===== src/rtl/risc_toy_pkg.sv =====
// Shared constants for the RISC_TOY fetch front end: FSM encoding and default widths.
package risc_toy_pkg;

    localparam int IW_DEFAULT = 32;
    localparam int AW_DEFAULT = 30;
    localparam logic [29:0] RESET_PC_DEFAULT = 30'h0;

    typedef logic [1:0] fetch_state_t;

    localparam logic [1:0] S_IDLE = 2'd0;
    localparam logic [1:0] S_RUN  = 2'd1;
    localparam logic [1:0] S_HALT = 2'd2;

endpackage


===== src/rtl/risc_toy_fifo.sv =====
// Generic show-ahead FIFO with flush; pointers wrap at DEPTH so any DEPTH >= 2 works.
module risc_toy_fifo #(
    parameter int WIDTH = 62,
    parameter int DEPTH = 4
) (
    input  logic                       clk,
    input  logic                       rst_n,
    input  logic                       push,
    input  logic                       pop,
    input  logic                       flush,
    input  logic [WIDTH-1:0]           push_data,
    output logic [WIDTH-1:0]           head_data,
    output logic [$clog2(DEPTH+1)-1:0] count
);

    localparam int PW = $clog2(DEPTH);
    localparam int CW = $clog2(DEPTH+1);

    logic [WIDTH-1:0] mem [DEPTH];
    logic [PW-1:0]    wr_ptr_reg;
    logic [PW-1:0]    rd_ptr_reg;
    logic [CW-1:0]    count_reg;

    function automatic logic [PW-1:0] ptr_inc(input logic [PW-1:0] p);
        return (p == PW'(DEPTH-1)) ? '0 : p + PW'(1);
    endfunction

    always_ff @(posedge clk) begin
        if (push && !flush) begin
            mem[wr_ptr_reg] <= push_data;
        end
    end

    always_ff @(posedge clk or negedge rst_n) begin
        if (!rst_n) begin
            wr_ptr_reg <= '0;
            rd_ptr_reg <= '0;
            count_reg  <= '0;
        end else if (flush) begin
            wr_ptr_reg <= '0;
            rd_ptr_reg <= '0;
            count_reg  <= '0;
        end else begin
            if (push) wr_ptr_reg <= ptr_inc(wr_ptr_reg);
            if (pop)  rd_ptr_reg <= ptr_inc(rd_ptr_reg);
            case ({push, pop})
                2'b10:   count_reg <= count_reg + CW'(1);
                2'b01:   count_reg <= count_reg - CW'(1);
                default: count_reg <= count_reg;
            endcase
        end
    end

    assign head_data = mem[rd_ptr_reg];
    assign count     = count_reg;

endmodule


===== src/rtl/risc_toy_fetch_queue.sv =====
// Instruction-fetch front end: issues sequential fetches, buffers {pc, instr} pairs,
// and serves decode over valid/ready with redirect flush and halt.
module risc_toy_fetch_queue
    import risc_toy_pkg::*;
#(
    parameter int            IW       = IW_DEFAULT,
    parameter int            AW       = AW_DEFAULT,
    parameter int            DEPTH    = 4,
    parameter logic [AW-1:0] RESET_PC = AW'(RESET_PC_DEFAULT)
) (
    input  logic                       CLK,
    input  logic                       RSTN,
    output logic                       IREQ,
    output logic [AW-1:0]              IADDR,
    input  logic [IW-1:0]              INSTR,
    input  logic                       REDIR_VALID,
    input  logic [AW-1:0]              REDIR_ADDR,
    input  logic                       HALT,
    output logic                       OUT_VALID,
    input  logic                       OUT_READY,
    output logic [IW-1:0]              OUT_INSTR,
    output logic [AW-1:0]              OUT_PC,
    output logic [$clog2(DEPTH+1)-1:0] COUNT
);

    localparam int CW = $clog2(DEPTH+1);

    fetch_state_t     state_reg;
    fetch_state_t     state_next;
    logic [AW-1:0]    fetch_pc_reg;
    logic [AW-1:0]    inflight_pc_reg;
    logic             inflight_reg;
    logic             issue;
    logic             push;
    logic             pop;
    logic [CW-1:0]    count_w;
    logic [CW:0]      occupancy;
    logic [AW+IW-1:0] head_w;

    // Credit counts the outstanding fetch but not a same-cycle pop, so a push always has room.
    assign occupancy = {1'b0, count_w} + {{CW{1'b0}}, inflight_reg};
    assign issue     = (state_reg == S_RUN) && !HALT && !REDIR_VALID
                       && (occupancy < (CW+1)'(DEPTH));
    assign push      = inflight_reg && !REDIR_VALID;
    assign OUT_VALID = (count_w != '0) && !REDIR_VALID;
    assign pop       = OUT_VALID && OUT_READY;

    assign IREQ      = issue;
    assign IADDR     = fetch_pc_reg;
    assign OUT_PC    = OUT_VALID ? head_w[AW+IW-1:IW] : '0;
    assign OUT_INSTR = OUT_VALID ? head_w[IW-1:0] : '0;
    assign COUNT     = count_w;

    always_comb begin
        state_next = state_reg;
        case (state_reg)
            S_IDLE:  state_next = S_RUN;
            S_RUN:   if (HALT)  state_next = S_HALT;
            S_HALT:  if (!HALT) state_next = S_RUN;
            default: state_next = S_IDLE;
        endcase
    end

    always_ff @(posedge CLK or negedge RSTN) begin
        if (!RSTN) begin
            state_reg       <= S_IDLE;
            fetch_pc_reg    <= RESET_PC;
            inflight_reg    <= 1'b0;
            inflight_pc_reg <= '0;
        end else begin
            state_reg    <= state_next;
            inflight_reg <= issue;
            if (REDIR_VALID) begin
                fetch_pc_reg <= REDIR_ADDR;
            end else if (issue) begin
                fetch_pc_reg <= fetch_pc_reg + AW'(1);
            end
            if (issue) begin
                inflight_pc_reg <= fetch_pc_reg;
            end
        end
    end

    risc_toy_fifo #(
        .WIDTH (AW + IW),
        .DEPTH (DEPTH)
    ) u_fifo (
        .clk       (CLK),
        .rst_n     (RSTN),
        .push      (push),
        .pop       (pop),
        .flush     (REDIR_VALID),
        .push_data ({inflight_pc_reg, INSTR}),
        .head_data (head_w),
        .count     (count_w)
    );

endmodule


===== config.mk =====
export PLATFORM = sky130hd
export DESIGN_NAME = risc_toy_fetch_queue
export DESIGN_NICKNAME = d
export VERILOG_FILES = /design/src/rtl/risc_toy_pkg.sv /design/src/rtl/risc_toy_fifo.sv /design/src/rtl/risc_toy_fetch_queue.sv
export SDC_FILE = /design/constraint.sdc
export NUM_CORES = 1
export LEC_CHECK = 0
export CELL_PAD_IN_SITES_DETAIL_PLACEMENT = 1
export CELL_PAD_IN_SITES_GLOBAL_PLACEMENT = 1
export CORE_AREA = 5 5 199 201
export DETAILED_ROUTE_END_ITERATION = 16
export DIE_AREA = 0 0 204 206
export GPL_TIMING_DRIVEN = 0
export PLACE_DENSITY = 0.63
export REMOVE_ABC_BUFFERS = 1
export SETUP_SLACK_MARGIN = 0.4
export SLEW_MARGIN = 15
export SYNTH_ARGS = -nofsm -noshare
export SYNTH_HDL_FRONTEND = slang
export SYNTH_SLANG_ARGS = --single-unit

===== constraint.sdc =====
create_clock -name CLK -period 2.47 [get_ports CLK]
set_input_delay 0.6175 -clock CLK [delete_from_list [all_inputs] [get_ports CLK]]
set_output_delay 0.6175 -clock CLK [all_outputs]
set_load 0.02 [all_outputs]

==> flow_summary.ini, run 1 <==
[timing]
unrepaired_setup_endpoints_after_global_routing = true
worst_slack_ps = -394
final_period_minus_worst_setup_slack_ps = 2860
achievable-frequency_ghz = 0.349
report.final.hold_viol_count = 0
timing.final.max_slew_violations = 0
worst_slew_pin_slew_ps = 556
period_share = 1.16
timing.slew.headroom = 0.629
clock_skew_after_layout_ps = 20.4
final-setup-viol-count = 62

[clock_network]
clock_sinks = 318
insertion_delay_ps = 520
h-tree-depth = 2
numCtsBuffers = 36
cts.hold.buffers_added = 0
cts_tree = done
clk_path_buf_depth = 3
clk_transition_reported_paths_ps = 60
cts_root_buffer = clkbuf_16

[setup_path]
crit_path_cell_trace = buf_12 -> buf_16 -> buf_16 -> mux4_2 -> and2_4 -> buf_6
most_used_cell_along_the_critical_path = buf_16
worstSetupStartpointType = flip-flop
critPathArrivalTime_ps = 2250
crit_buf_inv = 4
regToRegStartpoint = state_reg[1]
crit_path_top_delay_cell = dfrtp_4
worst_path_dominant_cell_family = buffers and inverters
worst-setup-path-type = flip-flop to output pin
timing.critical_path.slowest_cell_delay_ps = 550
setup.worst_path.end_class = output pin
endpoint_of_the_worst_slack_reg_to_reg_timing_path = IADDR[19]
r2r_setup_slack_ps = 350
depth_of_the_worst_register_to_register_path = 6
worst-path-stages = 6
crit_required_ps = 1850
path_max_fanout = 7

[pwr]
power_switching_mw = 3.54
internal_power_mw = 10.7
post-layout-total-power_mw = 14.2
pwr_density_cell_nw_per_um2 = 809
pwr-share-clk = 0.357
vdd_ir_drop_max_uv = 403
leakage_nw = 6.18
share_seq_of_total_power = 0.490
combinationalPowerShare = 0.153
p_sw_frac = 0.249

[route]
via_count = 7679
drtAntennaViolNets = 0
viasPerCell = 5.07
routed_wl_um = 35400
drt_iter0_markers = 393
route.detailed.wl_per_inst_um = 23.3
detailedRoute.firstPassIterationCount = 5
remaining_drc_errors = 0

[floorplan]
die_area_um2 = 42000
pin_count = 164
floorplan.die.height_um = 206
die_w_um = 204
floorplan.core_area_um2 = 37400
core.rowCount = 71
start_util = 0.346

[placed_design]
placedInstanceArea_um2 = 15300
hpwlAfterDp_um = 20300
preCtsSetupSlack_ps = -1770
dp_cells = 1383
gp_routability_congestion = 0.735
numPortBuffers = 163

[yosys]
synth-seq-cells = 318
yosysSeqAreaShare = 0.711
ys.warnings.count = 0
post_synth_instance_area_um2 = 12900
yosysUniqueCellTypes = 48
synth_cells = 737
synth.avg_cell_area_um2 = 17.6

[grt]
maximum_number_of_pins_on_one_net_before_global_route_repair = 43
global_route.usage.total = 0.166
grt_pass1_vias = 8296
global_route_wire_length_before_repair_um = 53100
overflow_left_after_global_routing = 0
antenna_violations_before_repair = 2

[layout]
area_growth_syn_to_layout_pct = 36.1
fin_util = 0.471
layout.nets = 1054
post_layout_nonfiller_instances = 1516
fill_cells = 3589
largest_register_ff_count = 248
final_area_um2 = 17600
drive_above_1_share = 0.388

[outcome]
result_of_the_run = finished, violations left
violated_checks = negative setup slack

[run]
drv_cap = 0

[worst_hold_path]
min-delay-path-class = input port to async pin
[stage by stage]
step / hold slack (ps) / TNS [ps]
after floorplan: 322 / -172160
after global placement: 491 / -1482960
after detailed placement: 501 / -90590
after CTS: 39.3 / -21780
after global routing: 62.9 / -22720
final: 45.9 / -19170
[kinds of logic (layout without fill, tap and decap cells)]
family,count (synthesis),count (layout),synth area share
adders and majority gates,7,7,0.00735
DFF,318,318,0.711
buffers and inverters,47,307,0.0162
muxes,99,99,0.141
other,0,1,0
xor gates and xnor gates,9,9,0.00609
AOI/OAI and AO/OA,57,57,0.0287
and+or+nand+nor,200,207,0.0901
[layout by cell type (no fill, tap or decap), types with 31 or more instances in the layout]
cell	synthesis	final
edfxtp_1	248	248
and2_4	0	66
buf_6	1	66
clkdlybuf4s50_1	0	63
mux4_2	62	62
dfrtp_1	70	57
buf_4	3	41
clkbuf_16	0	38
mux2_2	31	31
dlygate4sd2_1	0	31
[repair_timing]
| action | CTS | global route |
|---|---|---|
| cloned | 12 | 3 |
| resized for setup | 502 | 46 |
| endpoints found under the setup margin | 276 | 243 |
| pin swaps | 37 | 31 |
| buffers inserted | 32 | 23 |
[cell usage after synthesis (all sizes together)]
| library cell | instances | area share |
|---|---|---|
| a21boi | 1 | 0.00058 |
| and4 | 5 | 0.0034 |
| clkinv | 1 | 0.00029 |
| edfxtp | 248 | 0.58 |
| o31ai | 10 | 0.0058 |
| nor4 | 3 | 0.0015 |
| nand2b | 1 | 0.00048 |
| inv | 6 | 0.0017 |
| or4 | 13 | 0.0075 |
| or2 | 1 | 0.00048 |
| nand2 | 27 | 0.0078 |
| o211ai | 7 | 0.0041 |
| dfrtp | 70 | 0.14 |
| nand4b | 2 | 0.0014 |
| and3 | 7 | 0.0034 |
| a31oi | 13 | 0.0063 |
| ha | 6 | 0.0058 |
| clkbuf | 23 | 0.0067 |
| buf | 17 | 0.0075 |
| xor2 | 7 | 0.0047 |
| nor4b | 1 | 0.0018 |
| mux2i | 5 | 0.0039 |
| o21ai | 15 | 0.0058 |
| nand4 | 13 | 0.0068 |
| xnor2 | 2 | 0.0014 |
| a311oi | 1 | 0.00068 |
| nor2 | 26 | 0.0077 |
| mux2 | 31 | 0.027 |
| mux4 | 63 | 0.11 |
| nor3 | 5 | 0.0019 |
| o31a | 1 | 0.00068 |
| and2 | 70 | 0.034 |
| or3 | 4 | 0.0019 |
| o311ai | 3 | 0.0020 |
| nor2b | 3 | 0.0015 |
| nand3 | 19 | 0.0087 |
| fa | 1 | 0.0015 |
| a21o | 1 | 0.00058 |
| a22o | 1 | 0.00068 |
| a21oi | 4 | 0.0015 |
[routing by layer]
| layer | global-route usage | vias up | wire length, um |
|---|---|---|---|
| li1 | - | 3420 | - |
| met1 | 0.236 | 3984 | 15900 |
| met2 | 0.265 | 225 | 16700 |
| met3 | 0.0334 | 48 | 2000 |
| met4 | 0.0390 | 2 | 774 |
| met5 | 0 | - | 13 |
[power groups by stage]
stage | Sequential [mW] | Combinational [mW] | Clock, mW
2_1_floorplan | 7.01 | 0.879 | 0
3_3_place_gp | 7.09 | 1.61 | 0
3_5_place_dp | 7.10 | 1.71 | 0
4_1_cts | 6.98 | 1.99 | 5.24
5_1_grt | 7.06 | 2.34 | 5.47
6_report | 6.97 | 2.18 | 5.09
[how the worst max path moves through the flow]
| stage | start | to |
|---|---|---|
| final | u_fifo.rd_ptr_reg[0] | OUT_PC[17] |
| after global routing | u_fifo.rd_ptr_reg[0] | OUT_INSTR[11] |
| after CTS | u_fifo.rd_ptr_reg[0] | OUT_INSTR[11] |
| after detailed placement | HALT | IREQ |
| after global placement | REDIR_VALID | OUT_PC[29] |
| after floorplan | u_fifo.rd_ptr_reg[0] | OUT_INSTR[0] |
[cell type report]
cell class / instances / area (um^2) / share of cell area
inverters: 7 / 27.5 / 0.00156
clock inverters: 15 / 126 / 0.00718
diodes: 1 / 2.50 / 0.000142
well taps: 511 / 639 / 0.0363
multi-input cells: 379 / 3850 / 0.219
flip-flops and latches: 318 / 9220 / 0.524
clock buffers: 47 / 983 / 0.0558
repair buffers: 238 / 2760 / 0.157
(Power assumes the default switching activity.)
==> run 2, diff against run 1 <==
Settings changed: MAX_ROUTING_LAYER set to met4.
==> run 2 against run 1 <==
Effect of this change:
- the flow still finishes with violations (negative setup slack)
- final area hardly changed
- highest routed layer is now met4
- via count barely moved
- clock power is essentially flat
- largest power group unchanged
- core utilization hardly changed
- die area unchanged
- setup slack gained 3.3 ps
==> flow_summary.ini, run 2 (synthesis results as in run 1) <==
[grt]
grt_pass1_vias = 8303
global_route.usage.total = 0.171
overflow_left_after_global_routing = 0
antenna_violations_before_repair = 2
maximum_number_of_pins_on_one_net_before_global_route_repair = 43
global_route_wire_length_before_repair_um = 53000

[route]
detailedRoute.firstPassIterationCount = 4
viasPerCell = 5.06
route.detailed.wl_per_inst_um = 23.3
via_count = 7675
remaining_drc_errors = 0
drt_iter0_markers = 417
drtAntennaViolNets = 0
routed_wl_um = 35400

[floorplan]
pin_count = 164
core.rowCount = 71
die_w_um = 204
start_util = 0.346
die_area_um2 = 42000
floorplan.die.height_um = 206
floorplan.core_area_um2 = 37400

[timing]
worst_slack_ps = -390
final-setup-viol-count = 62
post_route_setup_tns_ps = -18950
achievable-frequency_ghz = 0.350
timing.slew.headroom = 0.631
clock_skew_after_layout_ps = 21.7
report.final.hold_viol_count = 0
hold_ws_ps = 50.8
final_period_minus_worst_setup_slack_ps = 2860
timing.final.max_slew_violations = 0
worst_slew_pin_slew_ps = 554
unrepaired_setup_endpoints_after_global_routing = true
period_share = 1.16

[clock_network]
cts_root_buffer = clkbuf_16
clk_transition_reported_paths_ps = 60
clk_path_buf_depth = 3
h-tree-depth = 2
insertion_delay_ps = 520
clock_sinks = 318
cts_tree = done
numCtsBuffers = 36

[pwr]
pwr-share-clk = 0.357
internal_power_mw = 10.7
p_sw_frac = 0.248
vdd_ir_drop_max_uv = 402
leakage_nw = 6.18
power_switching_mw = 3.53
combinationalPowerShare = 0.153
share_seq_of_total_power = 0.490
pwr_density_cell_nw_per_um2 = 809

[setup_path]
critPathArrivalTime_ps = 2240
setup.worst_path.end_class = output pin
crit_required_ps = 1850
r2r_setup_slack_ps = 360
worst-setup-path-type = flip-flop to output pin
depth_of_the_worst_register_to_register_path = 6
critical_path_launch_point = u_fifo.rd_ptr_reg[0]
worstSetupStartpointType = flip-flop
path_max_fanout = 7
regToRegStartpoint = state_reg[1]
endpoint_of_the_worst_slack_reg_to_reg_timing_path = IADDR[19]

[layout]
area_growth_syn_to_layout_pct = 36.0
drive_above_1_share = 0.388
layout.nets = 1053
fill_cells = 3587
most-common-layout-cells = edfxtp_1 (248), and2_4 (66), buf_6 (66)
largest_register_ff_count = 248
layout_commonest_cell = edfxtp_1

[placed_design]
gp_routability_congestion = 0.744
hpwlAfterDp_um = 20300
numPortBuffers = 163

[outcome]
violated_checks = negative setup slack
result_of_the_run = finished, violations left

[worst_hold_path]
min-delay-path-class = input port to async pin

[run]
drv_cap = 0
run 2: worst max-delay path by stage:
stage	cells after the start	slack, ps	end
final	6	-390	OUT_PC[17]
after global routing	6	-450	OUT_INSTR[11]
after CTS	6	-430	OUT_INSTR[11]
after detailed placement	6	-1770	IREQ
after global placement	4	-5420	OUT_PC[29]
after floorplan	2	-1550	OUT_INSTR[0]
run 2: layer usage:
metal,track usage,part of all wire,up-vias
met5,-,0,-
li1,-,-,3415
met1,0.236,0.45,3988
met3,0.0317,0.056,49
met4,0.0390,0.021,0
met2,0.266,0.47,223
run 2: worst max-delay path: stages (launching register included):
cell and delay (ps):
dfrtp_4 550, buf_12 160, buf_16 140, buf_16 150
mux4_2 420, and2_4 170, buf_6 130
run 2: area by class of cell:
cell class	instances	area, um^2	share of cell area
antenna	2	5.00	0.000284
clock buffer	47	983	0.0559
clock inverter	15	126	0.00718
inverter	7	27.5	0.00156
multi-input combinational	379	3850	0.219
sequential	318	9220	0.524
tap	511	639	0.0363
timing repair buffer	237	2750	0.156
run 2: through the flow:
| step | power (mW) | cells | utilization | cell area [um^2] | worst slack (ps) |
|---|---|---|---|---|---|
| detailed placement | 8.81 | 1383 | 0.410 | 15300 | -1770 |
| global route | 14.9 | 1516 | 0.471 | 17600 | -454 |
| global placement | 8.70 | 1371 | 0.402 | 15000 | -5420 |
| CTS | 14.2 | 1489 | 0.462 | 17300 | -434 |
| floorplan | 7.89 | 697 | - | 12800 | -1550 |
| finish | 14.2 | 1516 | 0.471 | 17600 | -390 |
run 2: power by group through the flow:
stage | sequential [mW] | combinational [mW] | clock (mW)
floorplan | 7.01 | 0.879 | 0
CTS | 6.98 | 1.99 | 5.24
detailed placement | 7.10 | 1.71 | 0
global route | 7.06 | 2.34 | 5.47
finish | 6.97 | 2.18 | 5.09
global placement | 7.09 | 1.61 | 0
run 2: repair_timing:
| item | CTS | global route |
|---|---|---|
| hold buffers | 0 | 0 |
| buffers inserted | 32 | 22 |
| pin swaps | 37 | 31 |
| resized for setup | 502 | 46 |
| endpoints found under the setup margin | 276 | 243 |
| gates cloned | 12 | 3 |
